[src/rtl/bus_arb_pkg.sv]
// ============================================================================
// Module   : bus_arb_pkg
// Brief    : Shared constants and helpers for the two-master bus arbiter.
// Revision : 1.0 - initial release
// ============================================================================
`default_nettype none

package bus_arb_pkg;

    // Owner encoding, also visible on the debug owner output
    localparam logic OWNER_M0 = 1'b0;
    localparam logic OWNER_M1 = 1'b1;

    // Width of a hold counter able to represent 0..max_hold
    function automatic int calc_hold_w(input int max_hold);
        return (max_hold < 1) ? 1 : $clog2(max_hold + 1);
    endfunction

endpackage

`default_nettype wire

[src/rtl/arb_hold_cnt.sv]
// ============================================================================
// Module   : arb_hold_cnt
// Brief    : Saturating up-counter with synchronous clear and increment,
//            asynchronous active-high reset. Clear wins over increment.
// Revision : 1.0 - initial release
// ============================================================================
`default_nettype none

module arb_hold_cnt #(
    parameter int W   = 5,
    parameter int SAT = 16
) (
    input  wire logic         clk,
    input  wire logic         rst,
    input  wire logic         i_clr,
    input  wire logic         i_inc,
    output logic [W-1:0]      o_cnt
);

    localparam logic [W-1:0] c_SAT = W'(SAT);

    logic [W-1:0] r_cnt;

    // Count contended cycles; hold at the ceiling instead of wrapping
    always_ff @(posedge clk or posedge rst) begin
        if (rst) begin
            r_cnt <= '0;
        end else if (i_clr) begin
            r_cnt <= '0;
        end else if (i_inc && (r_cnt != c_SAT)) begin
            r_cnt <= r_cnt + 1'b1;
        end
    end

    assign o_cnt = r_cnt;

endmodule

`default_nettype wire

[src/rtl/bus_arbiter.sv]
// ============================================================================
// Module   : bus_arbiter
// Brief    : Two-master arbiter in front of the Bridge/DRAM slave port.
//            The parked owner gets zero-latency access; under contention the
//            owner yields after MAX_HOLD consecutive grants.
//            Build option ARB_FIXED_PRIO_EN: M0 takes absolute priority and
//            is never hold-limited (M1 may starve).
// Revision : 1.0 - initial release
// ============================================================================
`default_nettype none

module bus_arbiter
    import bus_arb_pkg::*;
#(
    parameter int ADDR_W   = 32,
    parameter int DATA_W   = 32,
    parameter int MAX_HOLD = 16
) (
    input  wire logic                clk,
    input  wire logic                rst,
    input  wire logic                m0_req,
    input  wire logic [ADDR_W-1:0]   m0_addr,
    input  wire logic [DATA_W/8-1:0] m0_we,
    input  wire logic [DATA_W-1:0]   m0_wdata,
    output logic                     m0_gnt,
    input  wire logic                m1_req,
    input  wire logic [ADDR_W-1:0]   m1_addr,
    input  wire logic [DATA_W/8-1:0] m1_we,
    input  wire logic [DATA_W-1:0]   m1_wdata,
    output logic                     m1_gnt,
    output logic [DATA_W-1:0]        m_rdata,
    output logic [ADDR_W-1:0]        s_addr,
    output logic [DATA_W/8-1:0]      s_we,
    output logic [DATA_W-1:0]        s_wdata,
    input  wire logic [DATA_W-1:0]   s_rdata,
    output logic                     owner
);

    localparam int HOLD_W = calc_hold_w(MAX_HOLD);
    localparam int BE_W   = DATA_W / 8;

    logic              r_owner;
    logic              w_nxt_owner;
    logic              w_hold_clr;
    logic              w_hold_inc;
    logic [HOLD_W-1:0] w_hold_cnt;
    logic              w_own_req;
    logic              w_oth_req;
    logic              w_own_gnt;

    assign w_own_req = (r_owner == OWNER_M1) ? m1_req : m0_req;
    assign w_oth_req = (r_owner == OWNER_M1) ? m0_req : m1_req;

    // Grants come straight from the owner register so the parked owner
    // needs no arbitration cycle; reset kills them without waiting for clk.
    assign m0_gnt    = (r_owner == OWNER_M0) & m0_req & ~rst;
    assign m1_gnt    = (r_owner == OWNER_M1) & m1_req & ~rst;
    assign w_own_gnt = m0_gnt | m1_gnt;

    // Slave side follows the owner; a stalled master's write enables never
    // reach the slave.
    assign s_addr  = (r_owner == OWNER_M1) ? m1_addr  : m0_addr;
    assign s_wdata = (r_owner == OWNER_M1) ? m1_wdata : m0_wdata;
    assign s_we    = w_own_gnt ? ((r_owner == OWNER_M1) ? m1_we : m0_we) : {BE_W{1'b0}};
    assign m_rdata = s_rdata;
    assign owner   = r_owner;

`ifdef ARB_FIXED_PRIO_EN
    // Next owner: M0 always wins when requesting; otherwise hand to a lone M1
    always_comb begin
        w_nxt_owner = r_owner;
        w_hold_clr  = 1'b1;
        w_hold_inc  = 1'b0;
        if (m0_req) begin
            w_nxt_owner = OWNER_M0;
            if ((r_owner == OWNER_M0) && m1_req) begin
                w_hold_clr = 1'b0;
                w_hold_inc = 1'b1;
            end
        end else if (m1_req) begin
            w_nxt_owner = OWNER_M1;
        end
    end
`else
    localparam logic [HOLD_W-1:0] c_HOLD_LAST = HOLD_W'(MAX_HOLD - 1);

    // Next owner: keep the bus under contention until the hold limit, hand
    // over immediately when the owner goes quiet and the other master asks.
    always_comb begin
        w_nxt_owner = r_owner;
        w_hold_clr  = 1'b1;
        w_hold_inc  = 1'b0;
        if (w_own_req && w_oth_req) begin
            if (w_hold_cnt >= c_HOLD_LAST) begin
                w_nxt_owner = ~r_owner;
            end else begin
                w_hold_clr = 1'b0;
                w_hold_inc = 1'b1;
            end
        end else if (w_oth_req) begin
            w_nxt_owner = ~r_owner;
        end
    end
`endif

    // Owner register; reset parks the bus on M0
    always_ff @(posedge clk or posedge rst) begin
        if (rst) begin
            r_owner <= OWNER_M0;
        end else begin
            r_owner <= w_nxt_owner;
        end
    end

    arb_hold_cnt #(
        .W   (HOLD_W),
        .SAT (MAX_HOLD)
    ) u_hold_cnt (
        .clk   (clk),
        .rst   (rst),
        .i_clr (w_hold_clr),
        .i_inc (w_hold_inc),
        .o_cnt (w_hold_cnt)
    );

endmodule

`default_nettype wire

[config.mk]
export PLATFORM = sky130hd
export DESIGN_NAME = bus_arbiter
export DESIGN_NICKNAME = d
export VERILOG_FILES = /design/src/rtl/bus_arb_pkg.sv /design/src/rtl/arb_hold_cnt.sv /design/src/rtl/bus_arbiter.sv
export SDC_FILE = /design/constraint.sdc
export NUM_CORES = 1
export LEC_CHECK = 0
export BUFFER_PORTS_ARGS = -buffer_cell sky130_fd_sc_hd__buf_2
export CAP_MARGIN = 10
export CORE_AREA = 8 8 101 103
export CTS_CLUSTER_SIZE = 24
export DETAILED_ROUTE_END_ITERATION = 8
export DIE_AREA = 0 0 109 111
export PLACE_DENSITY = 0.62
export SLEW_MARGIN = 20
export SYNTH_ARGS = -nofsm -noshare
export SYNTH_HDL_FRONTEND = slang
export SYNTH_HIERARCHICAL = 1
export SYNTH_SLANG_ARGS = --single-unit
[constraint.sdc]
create_clock -name clk -period 2 [get_ports clk]
set_input_delay 0.1 -clock clk [delete_from_list [all_inputs] [get_ports clk]]
set_output_delay 0.1 -clock clk [all_outputs]
set_load 0.02 [all_outputs]
* Yosys cells after proc, flatten, opt, wreduce, memory -nomap -nowiden
Cells that the tools add are included.
Word-level totals: flip-flop bits (word level) 6, bits in latches 0, memory bits (writable) 0, memory bits (read-only) 0, bits of input ports 172, word-level logic and storage cells 33, memories kept 0
Operators by class: add/sub/neg operators 1, $mul 0, div/mod/pow operators 0, order comparisons 1, equality and inequality tests 2, shift-type cells 0, multiplexer cells 15, bitwise gates (word level) 7, reductions and logical operators 5
Operator list (number):
- 32-bit 2-to-1 mux | 2
- 5-bit 2-to-1 mux | 2
- 1-bit 2-to-1 mux | 9
- 4-bit 2-to-1 mux | 2
- 5-bit by 1-bit adder with 5-bit output (second input constant) | 1
- 5-bit by 4-bit greater-or-equal comparator with 1-bit output (second input constant) | 1
- 5-bit != test (second input constant) | 1
- 1-bit bitwise AND | 4
- 2-bit nonzero test | 2
- 1-bit logical AND | 2
- 2-bit by 1-bit != test with 1-bit output (second input constant) | 1
- 1-bit NOT | 2
- 2-bit AND reduction | 1
- 1-bit bitwise OR | 1

* Longest topological paths before layout
word-level depth 6, depth in mapped cells 6, depth with buffers taken out 6

* By module
The synthesis kept the hierarchy.
Modules (own cells, without submodules):
- bus_arbiter | times used 1, cells each 125, area each 1486.4 um^2, sequential area each 25.0 um^2
- arb_hold_cnt | times used 1, cells each 29, area each 284.0 um^2, sequential area each 125.1 um^2

* Least setup slack after synthesis
No wires, ideal clock.
path kind reg-to-reg, start register u_hold_cnt.r_cnt[1] (netlist: u_hold_cnt/o_cnt[1]), end register u_hold_cnt.r_cnt[0] (netlist: u_hold_cnt/o_cnt[0]), setup time 0.128 ns, arrival time 1.589 ns, path slack 0.283 ns, cell stages (with the launch flop) 7, buffers on the path 0, period minus slack after synthesis 1.717 ns, cells stage by stage dfrtp_1 > a41oi_1 > nand3_1 > inv_1 > inv_1 > a41oi_2 > mux2_1
On the way: elaborated cells on any way between the ends 9, classes of those cells order compare (1); eq/ne (1); mux (5); reduce/logical (2)
RTL lines:
- start, declared | RTL line arb_hold_cnt.sv:22 | logic [W-1:0] r_cnt;
- start signal, assigned | RTL line arb_hold_cnt.sv:31 | r_cnt <= r_cnt + 1'b1;
- 5-bit by 4-bit greater-or-equal comparator with 1-bit output * | RTL line bus_arbiter.sv:94 | if (w_hold_cnt >= c_HOLD_LAST) begin
- 1-bit 2-to-1 mux * | RTL line bus_arbiter.sv:94
- 1-bit 2-to-1 mux * | RTL line bus_arbiter.sv:93 | if (w_own_req && w_oth_req) begin
- net w_hold_clr | RTL line bus_arbiter.sv:44 | logic w_hold_clr;
- 5-bit 2-to-1 mux or 2-bit nonzero test (tied branches)
Mark *: on every way through the listed nets, which the timed path passes. The rest lies on a longest branch. A chain may end at the register's enable or synchronous reset.

* Worst setup path after layout
Same ends and word-level chain as after synthesis.

==> metrics.md <==
| Metric | Value |
|---|---|
| Status | finished clean |
| Die Width | approximately 110 um |
| Wire length of the first global-routing pass | 10800 um |
| R2R cell count | 6 |
| Synth Register Bits | 6 |
| Nature of the critical path endpoint | flop |
| Largest net degree at the start of global routing | 38 |
| Most used DFF post-synth | dfrtp_1 |
| Final period util | 87.2% |
| Post-synth ARST share | 100% |
| Initial antenna violation count | 0 |
| Worst-path cell with the longest stage delay | dfrtp_1 |
| HPWL Detailed | about 6700 um |
| Vias | 1775 |
| Worst-path fanout max | 5 |
| P per Cell Area | 461 nW/um^2 |
| Total grt overflow | 0 |
| Drt first pass iters | 4 |
| Final instance area | 2680 um^2 |
| Gate Count Post-Synth | 154 |
| Worst reg2reg endpoint | u_hold_cnt/o_cnt[0] |
| Clock slew at reported path FFs | 0.04 ns |
| Clock skew | 0.00440 ns |
| DR iter-0 viols | 63 |
| Footprint of the multi-input gates | 1200 um^2 |
| Die Footprint | 12100 um^2 |
| Area grow syn2layout | 51.4% |
| CP most frequent cell | inv_1 |
| Crit path launch | u_hold_cnt/o_cnt[1] |
| Sequential area share after synthesis | 8.48% |
| Highest clock rate | 573 MHz |
| Total power draw | approximately 0.0012 W |
| Slew Limit Fails | 0 |
| RSZ-0062 raised after global routing | no |
| EDFF count, synth | 0 |
| CTS Buffer Depth | 2 |
| TNS Setup | 0 ns |
| DR vias/cell | 4.03 |
| Hold crit path type | input pin to flop |
| Post-DP Area | 2630 um^2 |
| Final cell count without fillers | 440 |
| CTS Sinks | 6 |
| Rel. slew slack | ~80% |
| Pleak | between 1.5 and 2 nW |
| Final nets | approximately 510 |
| Final setup fails | 0 |
| Syn Area/Cell | 11.5 um^2 |
| Peak VDD IR | approximately 0.30 mV |
| Pin slew with the least headroom to its limit | 0.294 ns |
| Clock root buffer | clkbuf_8 |
| Fill cell count | 925 |
| Routability congestion estimate | 0.808 |
| Critical-path cell list | a41oi_1, nand3_1, inv_1, inv_1, a41oi_2, mux2_1 |
| Critical path capture point | u_hold_cnt/o_cnt[0] |
| Worst EP required | 2.11 ns |
| Gr usage total | 11.3% |
| Sequential cell area | 154 um^2 |
| Inst Count DP | 435 |
| Slowest cell delay on critical path | 0.41 ns |
| Worst setup SP type | flop |
| Most common cell after layout, fill and taps aside | buf_2 |
| Row count | 34 |
| # resized after CTS | 0 |
| # H-tree levels | 1 |
| Layout cell share with drive strength beyond 1 | 85.2% |
| Final Hold Viols | 0 |
| Number of global-route vias before repair | 1858 |
| Mapped Area | 1770 um^2 |
| Yosys warnings | 6 |
| Worst reg2reg startpoint | u_hold_cnt/o_cnt[1] |
| DR WL/cell | ~17 um |
| Clk_lat worst skew | between 0.2 and 0.25 ns |
| Final wirelength | 7590 um |
| CP arrival | 1.85 ns |
| Max Cap Viol | 0 |
| Antenna-violating nets left | 0 |
| CTS tree | yes |
| Worst Path Class, Setup | flop to flop |
| CTS buffer count | 3 |
| # diodes | 0 |
| Syn nets | approximately 330 |
| Most frequent cells in the layout | buf_2 (210), mux2_4 (64), inv_1 (9) |
| DRC viols | 0 |
| Initial core utilization | 20.7% |
| Synth unique cells | 28 |
| PortBufs | 210 |
| Die height | ~110 um |
| Worst reg-to-reg setup slack | 0.26 ns |
| Post-layout min period | 1.74 ns |
| Placeable Area | 8550 um^2 |
| IO Pins | between 200 and 300 |
sequential cells by signal, summed over array words and instances, names as in the netlist:
register and cells:
owner 1, u_hold_cnt/o_cnt 5
power by group:
group          total, W  internal (W)  leakage (nW)  switching (W)
combinational  0.000904      0.000461          1.50       0.000444
sequential     0.000134      0.000127        0.0805     0.00000709
clock          0.000196      0.000138        0.0228      0.0000583
final cells by class:
class	count	area share, %
inverters	10	1.40
multi-input cells	98	44.8
repair buffers	214	41.4
flip-flops and latches	6	5.74
clock buffers	4	1.68
well taps	108	5.04
worst max-delay path: cells and delay by family, from the launching register on:
kind	cells	cell delay [ns]
compound gates	2	0.54
buf+inv	2	0.18
flops	1	0.41
mux	1	0.34
simple gates	1	0.14
per-layer routing:
metal	global-route usage (%)	wire [um]	up-vias	share of wire (%)
met5	0	0	-	0
met4	3.74	112	0	1.5
met3	3.66	961	14	13
met2	21.4	4060	102	54
met1	11.1	2450	790	32
li1	-	-	869	-
metrics by stage:
step / hold WS (ns) / setup WS (ns) / util [%]
2_1_floorplan: -0.161 / 0.283 / -
3_3_place_gp: 0.0247 / 0.317 / 30.7
3_5_place_dp: 0.0237 / 0.254 / 30.7
4_1_cts: 0.0849 / 0.240 / 31.3
5_1_grt: 0.0970 / 0.170 / 31.3
6_report: 0.0927 / 0.255 / 31.3
timing repair:
| item | 4_1_cts | 5_1_grt |
|---|---|---|
| setup buffers | 0 | 0 |
| hold endpoints to repair | 6 | 0 |
| hold buffers | 1 | 0 |
| setup endpoints to repair | 0 | 0 |
cells in the mapped netlist, drive strengths merged, types with 2 or more instances:
library cell | number | area share, %
a32oi | 3 | 1.5
a41oi | 2 | 1.4
buf | 40 | 22
dfrtp | 6 | 8.5
ha | 2 | 1.4
inv | 10 | 2.1
mux2 | 65 | 55
nand2 | 2 | 0.42
nand3 | 3 | 0.85
nand4 | 2 | 0.71
nor2 | 7 | 1.5
cell families after synthesis:
kind of cell    synth area share [%]
compound gates                  5.37
xor+xnor                       0.990
fa+ha+maj                       1.41
buf+inv                         23.7
flops                           8.48
mux                             55.5
simple gates                    4.52
worst min-delay path by stage:
stage / to / start / cells after the start
6_report: owner / m0_req / 2
5_1_grt: owner / m0_req / 2
4_1_cts: owner / m0_req / 2
3_5_place_dp: owner / rst / 2
3_3_place_gp: owner / rst / 2
2_1_floorplan: owner / rst / 1
No activity file was read; power rests on OpenSTA's default activity.
